===== config.mk =====
export PLATFORM = sky130hd
export DESIGN_NAME = sar_logic_flat
export DESIGN_NICKNAME = d
export VERILOG_FILES = /design/src/rtl/sar_if.sv /design/src/rtl/sar_logic.sv /design/src/flat_wrapper.sv
export SDC_FILE = /design/constraint.sdc
export NUM_CORES = 1
export LEC_CHECK = 0
export CAP_MARGIN = 20
export CORE_MARGIN = 5
export CORE_UTILIZATION = 40
export CTS_BUF_LIST = sky130_fd_sc_hd__clkbuf_8
export CTS_CLUSTER_DIAMETER = 30
export DETAILED_ROUTE_END_ITERATION = 6
export SLEW_MARGIN = 20
export SYNTH_ARGS = -nofsm -noshare
export SYNTH_HDL_FRONTEND = slang
export SYNTH_SLANG_ARGS = --single-unit

===== constraint.sdc =====
create_clock -name clk -period 5.78 [get_ports clk]
set_input_delay 1.734 -clock clk [delete_from_list [all_inputs] [get_ports clk]]
set_output_delay 1.734 -clock clk [all_outputs]
set_load 0.05 [all_outputs]

===== src/rtl/sar_if.sv =====
// SAR controller bus: comparator strobe/decision, DAC trial code and readout.
// master = controller side, slave = analog front end / readout side.
interface sar_if #(
  parameter int NBITS = 8
);
  logic             start;
  logic             dout_p;
  logic             dout_n;
  logic             comp_clk;
  logic [NBITS-1:0] dac_code;
  logic [NBITS-1:0] result;
  logic             valid;
  logic             busy;
  logic             err;

  modport master (
    input  start, dout_p, dout_n,
    output comp_clk, dac_code, result,
    output valid, busy, err
  );

  modport slave (
    output start, dout_p, dout_n,
    input  comp_clk, dac_code, result,
    input  valid, busy, err
  );
endinterface


===== src/rtl/sar_logic.sv =====
// Digital SAR controller: strobes the comparator, resolves one bit per
// trial MSB-first and hands the finished code to the readout.
module sar_logic #(
  parameter int NBITS      = 8,
  parameter int SETTLE_CYC = 2,
  parameter int TIMEOUT    = 15
) (
  input logic   clk,
  input logic   rst,
  sar_if.master bus
);
  localparam int CMAX = (TIMEOUT > SETTLE_CYC) ? TIMEOUT : SETTLE_CYC;
  localparam int CW   = $clog2(CMAX) + 1;
  localparam int IW   = $clog2(NBITS);

  localparam logic [CW-1:0] SET_LAST = CW'(SETTLE_CYC - 1);
  localparam logic [CW-1:0] TO_LAST  = CW'(TIMEOUT - 1);
  localparam logic [IW-1:0] IDX_TOP  = IW'(NBITS - 1);

  typedef enum logic [1:0] {
    S_IDLE,
    S_SETTLE,
    S_EVAL,
    S_RESET
  } state_t;

  state_t           state, state_nxt;
  logic [CW-1:0]    cnt, cnt_nxt;
  logic [IW-1:0]    idx, idx_nxt;
  logic [NBITS-1:0] dac, dac_nxt;
  logic [NBITS-1:0] res, res_nxt;
  logic             vld, vld_nxt;
  logic             bsy, bsy_nxt;
  logic             er, er_nxt;
  logic             cclk, cclk_nxt;
  logic             dp_m, dp_s;
  logic             dn_m, dn_s;
  logic             decided;
  logic             quiet;

  always_ff @(posedge clk or posedge rst) begin
    if (rst) begin
      state <= S_IDLE;
      cnt   <= '0;
      idx   <= IDX_TOP;
      dac   <= '0;
      res   <= '0;
      vld   <= 1'b0;
      bsy   <= 1'b0;
      er    <= 1'b0;
      cclk  <= 1'b0;
      dp_m  <= 1'b0;
      dp_s  <= 1'b0;
      dn_m  <= 1'b0;
      dn_s  <= 1'b0;
    end else begin
      state <= state_nxt;
      cnt   <= cnt_nxt;
      idx   <= idx_nxt;
      dac   <= dac_nxt;
      res   <= res_nxt;
      vld   <= vld_nxt;
      bsy   <= bsy_nxt;
      er    <= er_nxt;
      cclk  <= cclk_nxt;
      dp_m  <= bus.dout_p;
      dp_s  <= dp_m;
      dn_m  <= bus.dout_n;
      dn_s  <= dn_m;
    end
  end

  // both-high is a metastable/illegal comparator state: not a decision
  assign decided = dp_s ^ dn_s;
  assign quiet   = !dp_s && !dn_s;

  always_comb begin
    state_nxt = state;
    cnt_nxt   = cnt;
    idx_nxt   = idx;
    dac_nxt   = dac;
    res_nxt   = res;
    vld_nxt   = 1'b0;
    bsy_nxt   = bsy;
    er_nxt    = er;
    cclk_nxt  = cclk;
    unique case (state)
      S_IDLE: begin
        if (bus.start && !vld) begin
          dac_nxt          = '0;
          dac_nxt[IDX_TOP] = 1'b1;
          idx_nxt          = IDX_TOP;
          er_nxt           = 1'b0;
          bsy_nxt          = 1'b1;
          cnt_nxt          = '0;
          state_nxt        = S_SETTLE;
        end
      end
      S_SETTLE: begin
        if (cnt == SET_LAST) begin
          cclk_nxt  = 1'b1;
          cnt_nxt   = '0;
          state_nxt = S_EVAL;
        end else begin
          cnt_nxt = cnt + CW'(1);
        end
      end
      S_EVAL: begin
        cnt_nxt = cnt + CW'(1);
        if (decided) begin
          dac_nxt[idx] = dp_s;
          cclk_nxt     = 1'b0;
          cnt_nxt      = '0;
          state_nxt    = S_RESET;
        end else if (cnt == TO_LAST) begin
          dac_nxt[idx] = 1'b0;
          er_nxt       = 1'b1;
          cclk_nxt     = 1'b0;
          cnt_nxt      = '0;
          state_nxt    = S_RESET;
        end
      end
      S_RESET: begin
        cnt_nxt = cnt + CW'(1);
        if (quiet || cnt == TO_LAST) begin
          if (!quiet) er_nxt = 1'b1;
          cnt_nxt = '0;
          if (idx == '0) begin
            res_nxt   = dac;
            vld_nxt   = 1'b1;
            bsy_nxt   = 1'b0;
            state_nxt = S_IDLE;
          end else begin
            idx_nxt          = idx - IW'(1);
            dac_nxt[idx_nxt] = 1'b1;
            state_nxt        = S_SETTLE;
          end
        end
      end
    endcase
  end

  assign bus.comp_clk = cclk;
  assign bus.dac_code = dac;
  assign bus.result   = res;
  assign bus.valid    = vld;
  assign bus.busy     = bsy;
  assign bus.err      = er;
endmodule


===== src/flat_wrapper.sv =====
// flat-port wrapper written by rule: the top's interface ports become plain ports
module sar_logic_flat 
#(
  parameter int NBITS      = 8,
  parameter int SETTLE_CYC = 2,
  parameter int TIMEOUT    = 15
)
  (clk, rst, bus_start, bus_dout_p, bus_dout_n, bus_comp_clk, bus_dac_code, bus_result, bus_valid, bus_busy, bus_err);
  sar_if #(.NBITS(NBITS)) bus_i ();
  input logic clk;
  input logic rst;
  input wire logic [$bits(bus_i.start)-1:0] bus_start;
  input wire logic [$bits(bus_i.dout_p)-1:0] bus_dout_p;
  input wire logic [$bits(bus_i.dout_n)-1:0] bus_dout_n;
  output wire logic [$bits(bus_i.comp_clk)-1:0] bus_comp_clk;
  output wire logic [$bits(bus_i.dac_code)-1:0] bus_dac_code;
  output wire logic [$bits(bus_i.result)-1:0] bus_result;
  output wire logic [$bits(bus_i.valid)-1:0] bus_valid;
  output wire logic [$bits(bus_i.busy)-1:0] bus_busy;
  output wire logic [$bits(bus_i.err)-1:0] bus_err;
  assign bus_i.start = bus_start;
  assign bus_i.dout_p = bus_dout_p;
  assign bus_i.dout_n = bus_dout_n;
  assign bus_comp_clk = bus_i.comp_clk;
  assign bus_dac_code = bus_i.dac_code;
  assign bus_result = bus_i.result;
  assign bus_valid = bus_i.valid;
  assign bus_busy = bus_i.busy;
  assign bus_err = bus_i.err;
  sar_logic #(.NBITS(NBITS), .SETTLE_CYC(SETTLE_CYC), .TIMEOUT(TIMEOUT)) u_core (.clk(clk), .rst(rst), .bus(bus_i));
endmodule

# After elaboration in Yosys (flattened, before gate mapping)
# Cells that the tools add are included.
# word_totals
reg_bits	34
latch_bits	0
mem_bits_rw	0
rom_bits	0
input_bits	5
word_cells	102
memories	0
# op_classes
add_sub_neg	2
multipliers	0
div_mod_pow	0
n_lt_le_gt_ge	4
n_eq_ne	14
n_shift	0
n_mux	45
bitwise	4
n_reduce_logical	20
# ops
cell	count
8-bit 2-to-1 mux	5
5-bit 2-to-1 mux	5
8-bit one-hot mux with 3 select lines	1
5-bit one-hot mux with 4 select lines	1
1-bit 2-to-1 mux	17
4-bit AND reduction	3
2-bit 2-to-1 mux	5
2-bit by 1-bit inequality test with 1-bit output, second input constant	5
3-bit 2-to-1 mux	3
8-bit bitwise AND	1
8-bit bitwise mux	1
3-bit by 4-bit less-than comparator with 1-bit output, second input constant	2
8-bit inverter	1
8-bit OR	1
2-bit one-hot mux with 4 select lines	1
1-bit demux with 3-bit select	2
3-bit by 1-bit greater-or-equal comparator with 1-bit output, second input constant	2
2-bit inequality test, second input constant	3
3-bit one-hot mux with 2 select lines	1
3-bit AND reduction	2
6-bit AND reduction	1
5-bit by 1-bit adder with 5-bit output, second input constant	1
5-bit by 1-bit == test with 1-bit output, second input constant	1
5-bit by 4-bit == test with 1-bit output, second input constant	1
other kinds (15)	23

# Depth between registers and ports, before layout
# Gate-level depths: netlist of run 1.
# depth
word_depth	9
ltp_mapped	8
ltp_nobuf	7

# Least setup slack after synthesis of run 1
# Ideal clock, no wire load.
# synth_timing
path_kind	input-to-reg
startpoint	in bus_start
endpoint	reg u_core.dac[5] (netlist: u_core.bus.dac_code[5])
setup_ns	0.066
t_arrival_ns	2.612
setup_slack_ns	3.102
stages	5
n_path_buf	0
path_cell_list	nand2b_1 -> nand2_1 -> o2111ai_2 -> o21ba_2 -> o22a_1
# synth_between
elab_chain_len	3
# synth_rtl
element	line_no	text
from (decl)	flat_wrapper.sv:12	input wire logic [$bits(bus_i.start)-1:0] bus_start;
1-bit logical AND	sar_logic.sv:89	if (bus.start && !vld) begin
2-bit by 1-bit inequality test with 1-bit output (no line)	-	
5-bit AND reduction (no line)	-	
to (signal assigned)	sar_logic.sv:60	dac <= dac_nxt;
to (decl)	sar_logic.sv:30	logic [NBITS-1:0] dac, dac_nxt;
# No other way between the ends.
# A chain may end at the register's enable or synchronous reset.

# Final worst setup path of run 1
# layout_timing
startpoint	reg u_core.dac[5] (netlist: u_core.bus.dac_code[5])
endpoint	out bus_dac_code[5]
# layout_rtl
element	line_no	text
to (decl)	flat_wrapper.sv:16	output wire logic [$bits(bus_i.dac_code)-1:0] bus_dac_code;
# No word-level cell between the ends.

==> results.ini, run 1 <==
[clock_tree]
cts_hold_buf = 0
cts_htree_levels = 2
clock_latency_late_sink_ns = 0.28
clockRootBuffer = sky130_fd_sc_hd__clkbuf_8
cts.sinks = 34
postCtsSetupBuffers = 0
post_cts.resized_instances = 0
tritoncts.num_buffers = 5
cts.clk_slew.worst_paths_ns = 0.07
cts_max_path_buffers = 2
tritoncts = done

[setup_path]
worstSetupEndpoint = bus_dac_code[5]
r2r.worst_path.cells = 7
cp_max_fanout = 4
critPathLaunchType = register
crit_path_cell_trace = clkdlybuf4s50_1
cpMaxStageDelayCell = sky130_fd_sc_hd__clkdlybuf4s50_1
worst_ep_required_time_ns = 4.05
critical_path.top_delay_family = buffers and inverters
cp.depth = 1
criticalPathCategory = register to output pin
crit_path_max_incr_delay_ns = 0.82
cp_num_buf_inv = 1
critPathCaptureType = output pin
critical_path.reg2reg.endpoint = u_core.cnt[2]
r2r_slack_ns = 3.54
cp-startpoint = u_core.bus.dac_code[5]
worstPathArrival_ns = 1.51
critical_path.reg2reg.startpoint = u_core.state[0]

[global_routing]
vias_in_the_first_global_route = 1508
globalRoute.totalOverflow = 0
grt_pass1_wl_um = 7120
grt.total_usage_pct = 14.5
grt_antenna_before_repair = 0
grt_max_degree = 35

[cells_and_area]
antenna-diode-count = 0
layout-drive-gt1-share_pct = 8.41
flow.area_growth_from_synthesis_pct = 19.9
post-route-util_pct = 50.5
nNetsFinal = 229

[drt]
drt.antenna.violating_nets = 0
drcViolationCount = 0
drt_pre_antenna_iters = 4
drt_wirelength_um = 4010
wl_per_cell_um = 15.1
routed_via_density = 5.57
drt_iter0_drc = 115
vias = 1481

[power_and_ir_drop]
power.total_w = 0.000928
p_comb_share_pct = 45.6
power.sequential.fraction_pct = 35.7
clock_power_share_pct = 18.7
power_density_nw_per_um2 = 414
static-leakage-power_nw = 1.06
p_int_w = 0.000521
power.ir.vdd_worst_uv = 189
p_sw_share_pct = 43.8
power_switching_w = 0.000407

[sta]
worst_slew_pin_tran_ns = 0.518
slew_headroom_pct = 65.4
setup_viol_count_final = 0
final_hold_violations = 0
period_needed_ns = 3.24
timing.setup.tns_ns = 0
share_of_the_clock_period_used_by_the_worst_path_pct = 56.1
worst_case_clock_skew_ns = 0.00324
unrepaired_setup_endpoints_after_global_routing = no
report.final.slew_viol_count = 0
fmaxAchievable_mhz = 308

[floorplanning]
core-area_um2 = 4440
rows = 24
number_of_i_o_pins = 25
chipHeight_um = 78.4
effective_utilization_at_floorplan_pct = 42.1
floorplan.die_area_um2 = 6140
die_width_um = 78.4

[synth]
synth_seq_cells = 34
syn-cell-area_um2 = 1870
ys_seq_area_share_pct = 45.7
netlist-cell-type-count = 42
synth.net_count = 203
synthesis.yosys.warnings = 0
postSynthAreaPerCell_um2 = 9.95
post_synth_inst_count = 188

[status]
outcome = completed

[placed_design]
port_buffers = 24
detailedPlacementHpwl_um = 2850
place.gp.congestion = 0.864

[min_path]
hold_path.class = register to register

[flow_run]
max-cap-violations = 0

[layer usage]
metal | global-route usage (%) | share of wire [%] | vias up
met4 | 4.20 | 0.95 | 0
met2 | 23.1 | 46 | 40
met5 | 0 | 0 | -
li1 | - | - | 729
met3 | 4.23 | 5.1 | 5
met1 | 19.3 | 48 | 707
[area by class of cell]
type | instances | area (µm²)
sequential | 34 | 855
multi-input combinational | 133 | 933
timing repair buffer | 25 | 248
clock inverter | 1 | 3.75
fill | 428 | 2200
clock buffer | 6 | 82.6
inverter | 15 | 56.3
tap | 52 | 65.1
[logic make-up (layout without fill, tap and decap cells)]
logic type	Yosys count	count (layout)	share of synthesized area [%]
AO/OA/AOI/OAI	50	50	18.7
XOR/XNOR	3	3	1.40
adder cells (fa/ha/maj)	10	10	6.69
buffers and inverters	21	47	4.41
flip-flops	34	34	45.7
multiplexers	12	12	6.96
AND/OR/NAND/NOR	58	58	16.1
[per-stage QoR]
step | hold WS, ns | area (µm²) | cells | worst slack [ns]
after floorplan | 0.331 | 1870 | 188 | 3.10
after global placement | 0.334 | 2160 | 259 | 2.37
after detailed placement | 0.341 | 2160 | 259 | 2.32
after CTS | 0.357 | 2240 | 266 | 2.52
after global routing | 0.362 | 2240 | 266 | 2.46
final | 0.352 | 2240 | 266 | 2.54
[Yosys cell counts]
cell                        count  area share (%)
sky130_fd_sc_hd__nand2_1       14             2.8
sky130_fd_sc_hd__a31oi_1        6             2.0
sky130_fd_sc_hd__dfstp_2        3             4.2
sky130_fd_sc_hd__nand4b_4       1             1.3
sky130_fd_sc_hd__o21ba_2        1            0.54
sky130_fd_sc_hd__a22o_1         2            0.94
sky130_fd_sc_hd__inv_1         15             3.0
sky130_fd_sc_hd__o211ai_1       2            0.80
sky130_fd_sc_hd__o31ai_1        2            0.80
sky130_fd_sc_hd__a211o_1        2            0.94
sky130_fd_sc_hd__nand2b_1       4             1.3
sky130_fd_sc_hd__buf_2          3            0.80
sky130_fd_sc_hd__nand3b_1       2            0.80
sky130_fd_sc_hd__o41ai_2        1            0.87
sky130_fd_sc_hd__mux2_2         2             1.2
sky130_fd_sc_hd__dfrtp_1       31              41
sky130_fd_sc_hd__or3_1          2            0.67
sky130_fd_sc_hd__and3_1         3             1.0
sky130_fd_sc_hd__clkbuf_1       3            0.60
sky130_fd_sc_hd__o21ai_0       12             3.2
sky130_fd_sc_hd__a21boi_2       1            0.60
sky130_fd_sc_hd__nor4_1         1            0.33
sky130_fd_sc_hd__and2_1         1            0.33
sky130_fd_sc_hd__o22a_1         4             1.9
sky130_fd_sc_hd__o2111ai_2      1            0.80
sky130_fd_sc_hd__xor2_1         1            0.47
sky130_fd_sc_hd__xnor2_1        2            0.94
sky130_fd_sc_hd__nor2b_1        2            0.67
sky130_fd_sc_hd__nand4_1        2            0.67
sky130_fd_sc_hd__nand3_1       11             2.9
sky130_fd_sc_hd__a311oi_1       1            0.47
sky130_fd_sc_hd__nor3b_1        1            0.40
sky130_fd_sc_hd__mux2i_1        4             2.1
sky130_fd_sc_hd__a32oi_1        1            0.47
sky130_fd_sc_hd__nor2_1        13             2.6
sky130_fd_sc_hd__mux2_1         6             3.6
sky130_fd_sc_hd__ha_1          10             6.7
sky130_fd_sc_hd__a211oi_1       1            0.40
sky130_fd_sc_hd__nor3_1         1            0.27
sky130_fd_sc_hd__o221a_2        1            0.60
sky130_fd_sc_hd__a21oi_1       11             2.9
sky130_fd_sc_hd__a221oi_1       1            0.47
[flip-flops by register name, summed over array words and instances (netlist names), 2 cells and up]
signal	cells
u_core.idx	3
u_core.bus.dac_code	8
u_core.bus.result	8
u_core.state	2
u_core.cnt	5
[cell usage in the layout, fill, tap and decap left out, drive strengths merged, types with 3 or more instances in the layout]
cell	n
nand2b	4
a21oi	11
o21ai	12
o22a	4
clkbuf	6
clkdlybuf4s50	24
inv	16
dfrtp	31
nand3	11
mux2i	4
ha	10
a31oi	6
nor2	13
dfstp	3
mux2	8
and3	3
nand2	14
[power by group through the flow]
stage / Clock [W] / Sequential, W / Combinational, W
finish: 0.000174 / 0.000331 / 0.000423
global route: 0.000189 / 0.000338 / 0.000473
CTS: 0.000178 / 0.000331 / 0.000427
detailed placement: 0 / 0.000336 / 0.000425
global placement: 0 / 0.000333 / 0.000412
floorplan: 0 / 0.000365 / 0.000279
[how the worst min path moves through the flow]
| stage | from | end | slack, ns | cells past startpoint |
|---|---|---|---|---|
| after floorplan | u_core.dn_m | u_core.dn_s | 0.33 | 0 |
| after global placement | u_core.dp_m | u_core.dp_s | 0.33 | 0 |
| after detailed placement | u_core.dp_m | u_core.dp_s | 0.34 | 0 |
| after CTS | u_core.dp_m | u_core.dp_s | 0.36 | 0 |
| after global routing | u_core.dp_m | u_core.dp_s | 0.36 | 0 |
| final | u_core.dp_m | u_core.dp_s | 0.35 | 0 |
Note: power is estimated with default switching activity, not from simulation.
==> run 2, diff against run 1 <==
clock period = 2.85 ns   (was 5.78 ns; I/O delays follow)
==> results.ini, run 2 (synthesis results as in run 1) <==
[drt]
drcViolationCount = 0  ; unchanged
drt_pre_antenna_iters = 4  ; unchanged
drt.antenna.violating_nets = 0  ; unchanged
drt_wirelength_um = 4090  ; was 4010 µm
routed_via_density = 5.66  ; was 5.57
drt_iter0_drc = 117  ; was 115
wl_per_cell_um = 15.3  ; was 15.1 µm
vias = 1511  ; was 1481

[clock_tree]
post_cts.resized_instances = 0  ; unchanged
cts_hold_buf = 0  ; unchanged
tritoncts = done  ; unchanged
clock_latency_late_sink_ns = 0.28  ; about the same
cts.clk_slew.worst_paths_ns = 0.07  ; about the same
cts_htree_levels = 2  ; unchanged
cts_max_path_buffers = 2  ; unchanged
postCtsSetupBuffers = 0  ; unchanged
tritoncts.num_buffers = 5  ; unchanged
clockRootBuffer = sky130_fd_sc_hd__clkbuf_8  ; unchanged
cts.sinks = 34  ; unchanged

[power_and_ir_drop]
power.ir.vdd_worst_uv = 353  ; was 189 µV
static-leakage-power_nw = 1.07  ; was 1.06 nW
power.total_w = 0.00196  ; was 0.000928 W
power_density_nw_per_um2 = 865  ; was 414 nW/µm²

[setup_path]
worstPathArrival_ns = 1.52  ; was 1.51 ns
critPathLaunchType = register  ; unchanged
crit_path_max_incr_delay_ns = 0.83  ; was 0.82 ns
cp_max_fanout = 4  ; unchanged
critPathCaptureType = output pin  ; unchanged
crit_path_cell_trace = clkdlybuf4s50_1  ; unchanged
criticalPathCategory = register to output pin  ; unchanged
worst_ep_required_time_ns = 2.00  ; was 4.05 ns
critical_path.top_delay_family = buffers and inverters  ; unchanged
cp_num_buf_inv = 1  ; unchanged
cpMaxStageDelayCell = sky130_fd_sc_hd__clkdlybuf4s50_1  ; unchanged

[placed_design]
detailedPlacementHpwl_um = 2910  ; was 2850 µm
port_buffers = 24  ; unchanged
place.gp.congestion = 0.877  ; was 0.864

[floorplanning]
floorplan.die_area_um2 = 6140  ; unchanged
number_of_i_o_pins = 25  ; unchanged
chipHeight_um = 78.4  ; unchanged
core-area_um2 = 4440  ; unchanged
die_width_um = 78.4  ; unchanged
effective_utilization_at_floorplan_pct = 42.1  ; unchanged
rows = 24  ; unchanged

[cells_and_area]
layout_common_cells = sky130_fd_sc_hd__dfrtp_1, sky130_fd_sc_hd__clkdlybuf4s50_1, sky130_fd_sc_hd__inv_1  ; unchanged
nNetsFinal = 229  ; unchanged
leading_cell_type_in_the_layout_fill_and_taps_excluded = sky130_fd_sc_hd__dfrtp_1  ; unchanged
layout-drive-gt1-share_pct = 8.37  ; was 8.41%
antenna-diode-count = 0  ; unchanged
flow.area_growth_from_synthesis_pct = 21.0  ; was 19.9%

[sta]
final_hold_violations = 0  ; unchanged
period_needed_ns = 2.37
setup_viol_count_final = 0  ; unchanged
fmaxAchievable_mhz = 422
report.final.slew_viol_count = 0  ; unchanged
share_of_the_clock_period_used_by_the_worst_path_pct = 83.2
worst_slew_pin_tran_ns = 0.529  ; was 0.518 ns
slew_headroom_pct = 64.7  ; was 65.4%
worst_case_clock_skew_ns = 0.00500  ; was 0.00324 ns
timing.setup.tns_ns = 0  ; unchanged
unrepaired_setup_endpoints_after_global_routing = no  ; unchanged

[global_routing]
grt.total_usage_pct = 14.6  ; was 14.5%
grt_max_degree = 35  ; unchanged
grt_pass1_wl_um = 7170  ; was 7120 µm
grt_antenna_before_repair = 0  ; unchanged
vias_in_the_first_global_route = 1527  ; was 1508
globalRoute.totalOverflow = 0  ; unchanged

[flow_run]
max-cap-violations = 0  ; unchanged

[status]
outcome = completed  ; unchanged

[min_path]
hold_path.class = register to register  ; unchanged

-- run 2: changes by cell type in the layout (fill, tap and decap cells not counted) --
cell,delta
sky130_fd_sc_hd__bufinv_16,+1
sky130_fd_sc_hd__clkbuf_8,-1
sky130_fd_sc_hd__inv_1,+1
-- run 2: layout make-up --
| class | instances | area, µm² |
|---|---|---|
| fillers | 438 | 2180 |
| multi-input cells | 133 | 933 |
| flip-flops and latches | 34 | 855 |
| repair buffers | 25 | 248 |
| clock buffers | 5 | 68.8 |
| well taps | 52 | 65.1 |
| inverters | 15 | 56.3 |
| clock inverters | 3 | 37.5 |
-- run 2: routing by layer --
| metal | track usage, % | part of all wire (%) | up-vias |
|---|---|---|---|
| li1 | - | - | 728 |
| met1 | 19.0 | 44 | 726 |
| met2 | 23.3 | 47 | 52 |
| met3 | 4.12 | 7.3 | 5 |
| met4 | 5.24 | 1.1 | 0 |
| met5 | 0 | 0 | - |
-- run 2: report_power, final --
| group | internal (W) | total, W | switching [W] |
|---|---|---|---|
| sequential | 0.000571 | 0.000674 | 0.000103 |
| clock | 0.000254 | 0.000417 | 0.000163 |
| combinational | 0.000300 | 0.000867 | 0.000568 |
| total | 0.00112 | 0.00196 | 0.000834 |
-- run 2: final timing paths --
check,endpoint,from,slack (ns),cells past startpoint
max,bus_dac_code[5],u_core.bus.dac_code[5],0.48,1
min,u_core.dn_s,u_core.dn_m,0.35,0
max reg2reg,u_core.bus.dac_code[5],u_core.idx[0],0.59,7
min reg2reg,u_core.dn_s,u_core.dn_m,0.35,0
max in group asynchronous,u_core.idx[0],rst,1.54,3
min in group asynchronous,u_core.bus.result[7],rst,0.96,3
-- run 2: metrics by stage --
step           setup WS (ns)  hold WS, ns  area [µm²]  cells  util (%)
2_1_floorplan          0.977        0.331        1870    188         -
3_3_place_gp           0.371        0.332        2160    259      48.5
3_5_place_dp           0.309        0.336        2160    259      48.5
4_1_cts                0.466        0.351        2260    267      50.9
5_1_grt                0.358        0.357        2260    267      50.9
6_report               0.479        0.348        2260    267      50.9
==> run 3, diff against run 2 <==
clock period = 2.4 ns   (was 2.85 ns; I/O delays follow)
==> results.ini, run 3 (synthesis results as in run 1) <==
[clock_tree]
cts.clk_slew.worst_paths_ns = 0.07  ; about the same
tritoncts = done  ; unchanged
cts_max_path_buffers = 2  ; unchanged
cts_htree_levels = 2  ; unchanged
clockRootBuffer = sky130_fd_sc_hd__clkbuf_8  ; unchanged
cts.sinks = 34  ; unchanged
clock_latency_late_sink_ns = 0.28  ; about the same
tritoncts.num_buffers = 5  ; unchanged

[global_routing]
vias_in_the_first_global_route = 1490  ; was 1527
grt_use_met3_pct = 5.03  ; was 4.12%
grt_antenna_before_repair = 0  ; unchanged
globalRouteMet1Util_pct = 18.5  ; was 19.0%
grt_most_used_layer = met2  ; unchanged
globalRoute.totalOverflow = 0  ; unchanged
grt_pass1_wl_um = 6980  ; was 7170 µm
grt_util_met2_pct = 22.5  ; was 23.3%
grt.total_usage_pct = 14.2  ; was 14.6%
grt_max_degree = 35  ; unchanged

[cells_and_area]
layout_common_cells = sky130_fd_sc_hd__dfrtp_1, sky130_fd_sc_hd__clkdlybuf4s50_1, sky130_fd_sc_hd__inv_1  ; unchanged
seq_area_um2 = 855  ; unchanged
flow.area_growth_from_synthesis_pct = 24.0  ; was 21.0%
layout-drive-gt1-share_pct = 12.2  ; was 8.37%
antenna-diode-count = 0  ; unchanged
total_of_fill_cells_in_the_finished_design = 405  ; was 438
nNetsFinal = 236  ; was 229
multi_input_comb_area_um2 = 933  ; unchanged
post-route-util_pct = 52.2  ; was 50.9%
leading_cell_type_in_the_layout_fill_and_taps_excluded = sky130_fd_sc_hd__dfrtp_1  ; unchanged

[drt]
wl_per_cell_um = 14.8  ; was 15.3 µm
drt_wirelength_um = 4050  ; was 4090 µm
drt_pre_antenna_iters = 4  ; unchanged
routed_via_density = 5.51  ; was 5.66
drcViolationCount = 0  ; unchanged
vias = 1511  ; unchanged
drt.antenna.violating_nets = 0  ; unchanged
drt_iter0_drc = 70  ; was 117

[setup_path]
crit_path_max_incr_delay_ns = 0.83  ; about the same
cp_num_buf_inv = 1  ; unchanged
cpMaxStageDelayCell = sky130_fd_sc_hd__clkdlybuf4s50_1  ; unchanged
cp_max_fanout = 4  ; unchanged
worstPathArrival_ns = 1.53  ; was 1.52 ns
criticalPathCategory = register to output pin  ; unchanged
crit_path_cell_trace = clkdlybuf4s50_1  ; unchanged
critPathLaunchType = register  ; unchanged
worst_ep_required_time_ns = 1.68  ; was 2.00 ns
critical_path.top_delay_family = buffers and inverters  ; unchanged
critPathCaptureType = output pin  ; unchanged

[floorplanning]
effective_utilization_at_floorplan_pct = 42.1  ; unchanged
number_of_i_o_pins = 25  ; unchanged
core-area_um2 = 4440  ; unchanged
die_width_um = 78.4  ; unchanged
floorplan.die_area_um2 = 6140  ; unchanged
rows = 24  ; unchanged
chipHeight_um = 78.4  ; unchanged

[power_and_ir_drop]
static-leakage-power_nw = 1.10  ; was 1.07 nW
power.ir.vdd_worst_uv = 426  ; was 353 µV
power_density_nw_per_um2 = 1040  ; was 865 nW/µm²

[sta]
report.final.slew_viol_count = 0  ; unchanged
unrepaired_setup_endpoints_after_global_routing = no  ; unchanged
worst_slew_pin_tran_ns = 0.509  ; was 0.529 ns
share_of_the_clock_period_used_by_the_worst_path_pct = 93.7
setup_viol_count_final = 0  ; unchanged
period_needed_ns = 2.25
slew_headroom_pct = 66.0  ; was 64.7%
fmaxAchievable_mhz = 445
final_hold_violations = 0  ; unchanged
timing.setup.tns_ns = 0  ; unchanged
worst_case_clock_skew_ns = 0.00838  ; was 0.00500 ns

[placed_design]
place.gp.congestion = 0.871  ; was 0.877
port_buffers = 24  ; unchanged
detailedPlacementHpwl_um = 2870  ; was 2910 µm

[flow_run]
max-cap-violations = 0  ; unchanged

[status]
outcome = completed  ; unchanged

[min_path]
hold_path.class = register to register  ; unchanged

==> run 3: per-stage QoR <==
stage / setup WS (ns) / instance area, µm² / hold WS [ns] / instances / power [W]
final: 0.152 / 2320 / 0.351 / 274 / 0.00241
after global routing: 0.111 / 2320 / 0.360 / 274 / 0.00258
after CTS: 0.141 / 2300 / 0.357 / 271 / 0.00239
after detailed placement: 0.0111 / 2190 / 0.342 / 263 / 0.00189
after global placement: 0.0644 / 2190 / 0.333 / 263 / 0.00186
after floorplan: 0.527 / 1870 / 0.331 / 188 / 0.00155
==> run 3: repair_timing <==
action	in CTS	in global routing
setup buffers	0	3
endpoints found under the setup margin	0	1
hold buffers	0	0
resized for setup	0	0
hold endpoints to repair	0	0
==> run 3: final timing paths <==
check / from / endpoint / slack, ns / depth (start not counted)
worst max-delay path: u_core.bus.dac_code[1] / bus_dac_code[1] / 0.15 / 1
worst min-delay path: u_core.dn_m / u_core.dn_s / 0.35 / 0
worst max register to register: u_core.idx[1] / u_core.bus.dac_code[5] / 0.28 / 7
worst min register to register: u_core.dn_m / u_core.dn_s / 0.35 / 0
max in group asynchronous: rst / u_core.idx[1] / 1.21 / 3
min in group asynchronous: rst / u_core.bus.busy / 0.84 / 3
==> run 3: layout make-up <==
type | count | area share [%]
multi-input cells | 133 | 40.2
flip-flops and latches | 34 | 36.8
repair buffers | 32 | 12.9
clock buffers | 8 | 4.75
well taps | 52 | 2.80
inverters | 15 | 2.43
==> run 3: layer usage <==
layer	vias to the layer above	routed length, µm
li1	743	-
met1	714	1910
met2	52	1860
met3	2	267
met4	0	8
met5	-	0
==> run 3: power breakdown <==
part | internal (W) | total (W) | leakage (nW) | switching [W]
logic | 0.000438 | 0.00115 | 0.605 | 0.000709
clock network | 0.000290 | 0.000489 | 0.0575 | 0.000200
registers | 0.000677 | 0.000774 | 0.436 | 0.0000974
total | 0.00140 | 0.00241 | 1.10 | 0.00101
